### src/rtl/ifetch_pkg.sv
// ifetch_pkg -- shared types and defaults for the instruction fetch unit.
//   fetch_state_e : fetch FSM states (IDLE, REQ, DRAIN)
//   fetch_entry_t : one buffer entry, {pc, instr}
//   align_word()  : clears the byte-offset bits of an address
package ifetch_pkg;

    typedef enum logic [1:0] {
        IDLE  = 2'd0,
        REQ   = 2'd1,
        DRAIN = 2'd2
    } fetch_state_e;

    typedef struct packed {
        logic [31:0] pc;
        logic [31:0] instr;
    } fetch_entry_t;

    localparam logic [31:0] RESET_PC_DEFAULT = 32'h0000_0000;
    localparam int          DEPTH_DEFAULT    = 4;

    // Every bit of the address takes part, so no input bits are left dangling.
    function automatic logic [31:0] align_word(input logic [31:0] addr);
        return addr & 32'hFFFF_FFFC;
    endfunction

endpackage

### src/rtl/ifetch_fifo.sv
// ifetch_fifo -- instruction buffer holding {pc, instr} entries.
//   clk, rst_n : clock, asynchronous active-low reset
//   flush      : synchronous clear, wins over push and pop
//   push       : write push_data at the tail
//   pop        : drop the head (ignored when empty)
//   head       : head entry, all zeros when empty
//   count      : number of valid entries (0..DEPTH)
//   not_empty  : count != 0
module ifetch_fifo
    import ifetch_pkg::*;
#(
    parameter int DEPTH = DEPTH_DEFAULT
) (
    input  logic                     clk,
    input  logic                     rst_n,
    input  logic                     flush,
    input  logic                     push,
    input  fetch_entry_t             push_data,
    input  logic                     pop,
    output fetch_entry_t             head,
    output logic [$clog2(DEPTH):0]   count,
    output logic                     not_empty
);

    localparam int PTR_W = $clog2(DEPTH);
    localparam int CNT_W = PTR_W + 1;
    localparam logic [CNT_W-1:0] FULL_CNT = CNT_W'(DEPTH);

    fetch_entry_t       mem_q [DEPTH];
    fetch_entry_t       mem_d [DEPTH];
    logic [PTR_W-1:0]   wr_ptr_q, wr_ptr_d;
    logic [PTR_W-1:0]   rd_ptr_q, rd_ptr_d;
    logic [CNT_W-1:0]   cnt_q, cnt_d;
    logic               pop_ok_s;
    logic               push_ok_s;

    // Next-state for storage, pointers and occupancy; flush has top priority.
    always_comb begin
        mem_d     = mem_q;
        wr_ptr_d  = wr_ptr_q;
        rd_ptr_d  = rd_ptr_q;
        cnt_d     = cnt_q;
        pop_ok_s  = pop && (cnt_q != {CNT_W{1'b0}});
        // A push into a full buffer is only accepted when a pop frees a slot.
        push_ok_s = push && ((cnt_q != FULL_CNT) || pop_ok_s);
        if (flush) begin
            wr_ptr_d = {PTR_W{1'b0}};
            rd_ptr_d = {PTR_W{1'b0}};
            cnt_d    = {CNT_W{1'b0}};
        end else begin
            if (push_ok_s) begin
                mem_d[wr_ptr_q] = push_data;
                wr_ptr_d        = wr_ptr_q + PTR_W'(1);
            end else begin
                wr_ptr_d = wr_ptr_q;
            end
            if (pop_ok_s) begin
                rd_ptr_d = rd_ptr_q + PTR_W'(1);
            end else begin
                rd_ptr_d = rd_ptr_q;
            end
            case ({push_ok_s, pop_ok_s})
                2'b10:   cnt_d = cnt_q + CNT_W'(1);
                2'b01:   cnt_d = cnt_q - CNT_W'(1);
                default: cnt_d = cnt_q;
            endcase
        end
    end

    // Buffer state registers.
    always_ff @(posedge clk or negedge rst_n) begin
        if (!rst_n) begin
            for (int i = 0; i < DEPTH; i++) begin
                mem_q[i] <= '0;
            end
            wr_ptr_q <= {PTR_W{1'b0}};
            rd_ptr_q <= {PTR_W{1'b0}};
            cnt_q    <= {CNT_W{1'b0}};
        end else begin
            mem_q    <= mem_d;
            wr_ptr_q <= wr_ptr_d;
            rd_ptr_q <= rd_ptr_d;
            cnt_q    <= cnt_d;
        end
    end

    assign not_empty = (cnt_q != {CNT_W{1'b0}});
    assign count     = cnt_q;
    // Stale slots never leak out: the head reads as zero whenever empty.
    assign head      = not_empty ? mem_q[rd_ptr_q] : '0;

endmodule

### src/rtl/ifetch_unit.sv
// ifetch_unit -- instruction fetch: issues word reads, buffers the results
// and presents them in order to the core; handles redirects (flush+refetch).
//   clk, rst_n         : clock, asynchronous active-low reset
//   mem_req/mem_addr   : read request and word-aligned address (registered)
//   mem_ack/mem_rdata  : request accepted, data returned in the same cycle
//   redirect/redirect_pc : flush buffer and restart fetching at redirect_pc
//   instr_valid/instr_ready : head handshake toward the core
//   instr, instr_pc, instr_pc_plus_4 : head word, its address, address + 4
module ifetch_unit
    import ifetch_pkg::*;
#(
    parameter logic [31:0] RESET_PC = RESET_PC_DEFAULT,
    parameter int          DEPTH    = DEPTH_DEFAULT
) (
    input  logic        clk,
    input  logic        rst_n,
    output logic        mem_req,
    output logic [31:0] mem_addr,
    input  logic        mem_ack,
    input  logic [31:0] mem_rdata,
    input  logic        redirect,
    input  logic [31:0] redirect_pc,
    output logic        instr_valid,
    input  logic        instr_ready,
    output logic [31:0] instr,
    output logic [31:0] instr_pc,
    output logic [31:0] instr_pc_plus_4
);

    localparam int CNT_W = $clog2(DEPTH) + 1;
    localparam logic [CNT_W:0] DEPTH_W = (CNT_W + 1)'(DEPTH);

    fetch_state_e       state_q, state_d;
    logic [31:0]        fetch_pc_q, fetch_pc_d;
    logic [31:0]        mem_addr_q, mem_addr_d;
    logic               mem_req_q, mem_req_d;

    logic               push_s;
    logic               pop_s;
    logic [CNT_W-1:0]   count_s;
    logic [CNT_W:0]     count_ext_s;
    logic [CNT_W:0]     count_after_push_s;
    logic               not_empty_s;
    fetch_entry_t       push_data_s;
    fetch_entry_t       head_s;

    assign pop_s              = not_empty_s & instr_ready;
    assign count_ext_s        = {1'b0, count_s};
    assign count_after_push_s = count_ext_s + (CNT_W + 1)'(1) - {{CNT_W{1'b0}}, pop_s};
    assign push_data_s        = '{pc: fetch_pc_q, instr: mem_rdata};

    // Fetch FSM: next state, fetch address, push strobe and request outputs.
    always_comb begin
        state_d    = state_q;
        fetch_pc_d = fetch_pc_q;
        push_s     = 1'b0;
        case (state_q)
            IDLE: begin
                if (redirect) begin
                    fetch_pc_d = align_word(redirect_pc);
                    state_d    = REQ;
                end else if (count_ext_s < DEPTH_W) begin
                    state_d = REQ;
                end else begin
                    state_d = IDLE;
                end
            end
            REQ: begin
                if (redirect) begin
                    // Returned data, if any, belongs to the abandoned path.
                    fetch_pc_d = align_word(redirect_pc);
                    state_d    = mem_ack ? REQ : DRAIN;
                end else if (mem_ack) begin
                    push_s     = 1'b1;
                    fetch_pc_d = fetch_pc_q + 32'd4;
                    state_d    = (count_after_push_s < DEPTH_W) ? REQ : IDLE;
                end else begin
                    state_d = REQ;
                end
            end
            DRAIN: begin
                // Old request still outstanding: keep it up, drop its data.
                if (redirect) begin
                    fetch_pc_d = align_word(redirect_pc);
                end else begin
                    fetch_pc_d = fetch_pc_q;
                end
                state_d = mem_ack ? REQ : DRAIN;
            end
            default: begin
                state_d = IDLE;
            end
        endcase
        mem_req_d = (state_d != IDLE);
        // While draining, the bus address must stay on the abandoned request.
        mem_addr_d = (state_d == DRAIN) ? mem_addr_q : fetch_pc_d;
    end

    // FSM, fetch address and registered request outputs.
    always_ff @(posedge clk or negedge rst_n) begin
        if (!rst_n) begin
            state_q    <= IDLE;
            fetch_pc_q <= RESET_PC;
            mem_addr_q <= RESET_PC;
            mem_req_q  <= 1'b0;
        end else begin
            state_q    <= state_d;
            fetch_pc_q <= fetch_pc_d;
            mem_addr_q <= mem_addr_d;
            mem_req_q  <= mem_req_d;
        end
    end

    ifetch_fifo #(
        .DEPTH (DEPTH)
    ) u_fifo (
        .clk       (clk),
        .rst_n     (rst_n),
        .flush     (redirect),
        .push      (push_s),
        .push_data (push_data_s),
        .pop       (pop_s),
        .head      (head_s),
        .count     (count_s),
        .not_empty (not_empty_s)
    );

    assign mem_req         = mem_req_q;
    assign mem_addr        = mem_addr_q;
    assign instr_valid     = not_empty_s;
    assign instr           = head_s.instr;
    assign instr_pc        = head_s.pc;
    assign instr_pc_plus_4 = not_empty_s ? (head_s.pc + 32'd4) : 32'd0;

endmodule

### config.mk
export PLATFORM = sky130hd
export DESIGN_NAME = ifetch_unit
export DESIGN_NICKNAME = d
export VERILOG_FILES = /design/src/rtl/ifetch_pkg.sv /design/src/rtl/ifetch_fifo.sv /design/src/rtl/ifetch_unit.sv
export SDC_FILE = /design/constraint.sdc
export NUM_CORES = 1
export LEC_CHECK = 0
export ABC_AREA = 1
export CAP_MARGIN = 10
export CORE_MARGIN = 2
export CORE_UTILIZATION = 61
export CTS_CLUSTER_DIAMETER = 120
export DETAILED_ROUTE_END_ITERATION = 6
export MAX_ROUTING_LAYER = met4
export PLACE_DENSITY = 0.86
export SLEW_MARGIN = 20
export SYNTH_ARGS = -nofsm -noshare
export SYNTH_HDL_FRONTEND = slang
export SYNTH_SLANG_ARGS = --single-unit
### constraint.sdc
create_clock -name clk -period 5.22 [get_ports clk]
set_input_delay 0.522 -clock clk [delete_from_list [all_inputs] [get_ports clk]]
set_output_delay 0.522 -clock clk [all_outputs]
set_load 0.05 [all_outputs]
==> out/results.txt <==
Status: complete, no violations
DR iter-0 viols: 1513
Hold Path Class: input pin to async pin
P per Cell Area: 726 nW/um2
Worst-path clk slew: 0.06 ns
Global route total overflow: 0
Commonest cells after routing, fill and taps aside: 527 x nand2_1, 328 x dfrtp_1, 207 x inv_1
IR Drop Worst-Case VDD: 0.000507 V
Register area share after synthesis: 0.470
EDFF count, synth: 0
Cell chain of the critical path: buf_4, nand2_1, nand3_1, nand2_1, nor2_1, nand2_1, nor2_1, nand2_1, nor2_1, nand2_1, nand2_1, nand2_1, inv_1, clkdlybuf4s50_1
Slew Viols, Final: 0
Hold_buf cts: 0
DR pass1 iterations: 5
Largest family of logic cells by synthesized area: simple AND/OR/NAND/NOR gates
Num ports: 199
Comb power frac: 0.546
Later-pin clock latency in the skew report: 0.53 ns
Fill cell count: 2098
Worst Setup End Kind: primary output
Primary FF master, synth: dfrtp_1
Kind of cell adding the most delay to the critical path: buffers and inverters
CTS resizes: 0
Placed cell areas: 19400 um2
Fin crit period: 4.87 ns
Hpwl dp: 30400 um
Largest net degree at the start of global routing: 117
Slew of the pin with the lowest slew margin: 1.16 ns
Worst r2r src: state_q[0]$_DFF_PN0_
Post-route setup TNS: 0 ns
Setup Buffers After CTS: 0
Antenna cells: 0
Reg-to-reg slack, setup: 1.86 ns
Unique masters post-synth: 46
Crit path buffers/inverters: 3
Sequential Area: 8260 um2
Design internal power: 7.66 mW
Yosys top cell area share: 0.470
NetSw: 7.30 mW
Vias in the first global route: 14812
Yosys reg bits: 330
Synth Area in Compound Gates: 0.132
Clk_skew: 0.0261 ns
Most common cell after layout, fill and taps aside: nand2_1
Drt wl/cell: 17.6 um
Tot GR Track Use: 0.319
Mux cell area share after synthesis: 0.0751
Die height: 174 um
Post-Synth XOR/XNOR Area: 0.00898
CTS tree: yes
Die Span X: 174 um
Syn avg cell area: 8.38 um2
H-tree Lvls: 2
Cell Rows: 62
Synth Area in Adders: 0.00542
Synth Instances: 2094
Final Hold Fails: 0
Leak pwr: 9.42 nW
Synth area leaders: dfrtp_1 47%, nand2_1 11%, mux2_2 5.3%, o21ai_0 5.0%, inv_1 4.4%
Via-to-Cell Ratio: 5.74
Worst Reg-to-Reg Cells: 10
Multi-input combinational cell area: 7690 um2
Unrepaired setup endpoints after global routing: false
Maxcap violations: 0
Antenna violations before repair: 0
FMAX: 0.205 GHz
Switching Fraction: 0.488
Synth area leader: dfrtp_1
Layout area overhead: 17.4%
CP peak stage delay: 0.95 ns
Ys async rst share: 1.00
PortBufs: 196
Util after Layout: 0.722
Core ar.: 28500 um2
Flop pwr share: 0.288
Post-Syn Nets: 2170
Initial core utilization: 0.615
Layout cells sized above 1: 0.113
Critical path peak fanout: 108
Final #Nets: 2299
Post-Synth Simple-Gate Area: 0.217
Placer congestion estimate: 0.941
Post-route cell area: 20600 um2
Period utilisation layout: 0.934
Crit Path Class: register to primary output
Slew headroom: 0.225
CP dominant cell by count: nand2_1
Longest Clk Path Bufs: 3
Via Count: 15101
Cts bufs inserted: 36
Clock power frac: 0.166
ANT nets after route: 0
Syn. warnings: 0
Clock root buffer: clkbuf_16
Post-route DRC: 0
Slowest-stage cell, CP: buf_4
R2R Path End: u_fifo.mem_q[124]$_DFFE_PN0P_
Critical path required time: 4.70 ns
DRT Wirelength: 46400 um
Die area: 30100 um2
Mapped cell area: 17600 um2
Clock sink total: 330
Global-route wire length before repair: 75500 um
Worst Path Arrival: 4.35 ns
Critical path launch point type: register
Final setup fails: 0
==> cells by family (layout without fill, tap and decap cells) <==
kind of cell | after synthesis | in the layout
AOI/OAI and AO/OA | 414 | 414
and+or+nand+nor | 862 | 862
buffers and inverters | 346 | 500
xor gates and xnor gates | 18 | 18
DFF | 330 | 330
adders and majority gates | 7 | 7
muxes | 117 | 117
==> metal layers <==
metal  global-route usage  up-vias  routed length [um]
met1                0.423     7316               19700
met4                0.109        0                1350
li1                     -     7058                   -
met5                    -        -                   0
met2                0.510      618               22000
met3               0.0428      109                3330
==> power groups by stage <==
stage          logic, mW  clock network [mW]  registers, mW
4_1_cts             8.15                2.52           4.28
3_5_place_dp        8.10                   0           4.31
6_report            8.17                2.49           4.31
2_1_floorplan       5.49                   0           4.45
5_1_grt             8.72                2.63           4.43
3_3_place_gp        7.91                   0           4.24
==> per-stage QoR <==
stage               setup slack, ns  std cells  power (mW)  hold WS (ns)
finish                        0.347       2632        15.0        0.0611
floorplan                      1.20       2094        9.93         0.226
CTS                           0.390       2632        15.0         0.121
detailed placement            0.983       2569        12.4         0.464
global route                 0.0859       2632        15.8         0.163
global placement              0.992       2569        12.2         0.461
==> layout make-up <==
cell class                 instances  share of cell area
clock inverter                    11             0.00558
clock buffer                      52              0.0510
timing repair buffer             217               0.105
tap                              384              0.0233
sequential                       330               0.401
inverter                         220              0.0404
multi-input combinational       1418               0.373
==> cell usage after synthesis, types with 4 or more instances <==
cell,n
xnor2_1,4
buf_1,4
nand2_2,9
inv_2,12
or2_2,9
xor2_1,14
clkbuf_2,5
o32ai_1,5
o21ai_1,17
mux2_2,82
inv_1,207
a21oi_1,124
buf_4,28
clkbuf_1,40
nor2_2,20
nand3_1,111
o211ai_1,6
mux2_1,35
o21ai_0,175
o22ai_1,12
buf_6,17
nand4_1,18
nand3_2,19
o31ai_1,5
nor2_4,11
ha_1,6
nor2_1,121
nand2_1,527
nor3_1,9
o21a_1,63
buf_2,30
dfrtp_1,330
==> registers in the layout, indices dropped and copies added, names as in the netlist <==
register and flops:
fetch_pc_q 32, u_fifo.rd_ptr_q 2, mem_addr 32, u_fifo.count 3, u_fifo.mem_q 256, mem_req 1, u_fifo.wr_ptr_q 2, state_q 2
==> worst max-delay path by stage <==
stage | from | endpoint | slack, ns | cells after the start
2_1_floorplan | u_fifo.rd_ptr_q[0]$_DFFE_PN0P_ | instr_pc_plus_4[30] | 1.20 | 17
3_3_place_gp | u_fifo.rd_ptr_q[0]$_DFFE_PN0P_ | instr_pc_plus_4[31] | 0.99 | 14
3_5_place_dp | u_fifo.rd_ptr_q[0]$_DFFE_PN0P_ | instr_pc_plus_4[31] | 0.98 | 14
4_1_cts | u_fifo.rd_ptr_q[0]$_DFFE_PN0P_ | instr_pc_plus_4[31] | 0.39 | 14
5_1_grt | u_fifo.rd_ptr_q[0]$_DFFE_PN0P_ | instr_pc_plus_4[31] | 0.09 | 14
6_report | u_fifo.rd_ptr_q[0]$_DFFE_PN0P_ | instr_pc_plus_4[31] | 0.35 | 14
(Power assumes the default switching activity.)
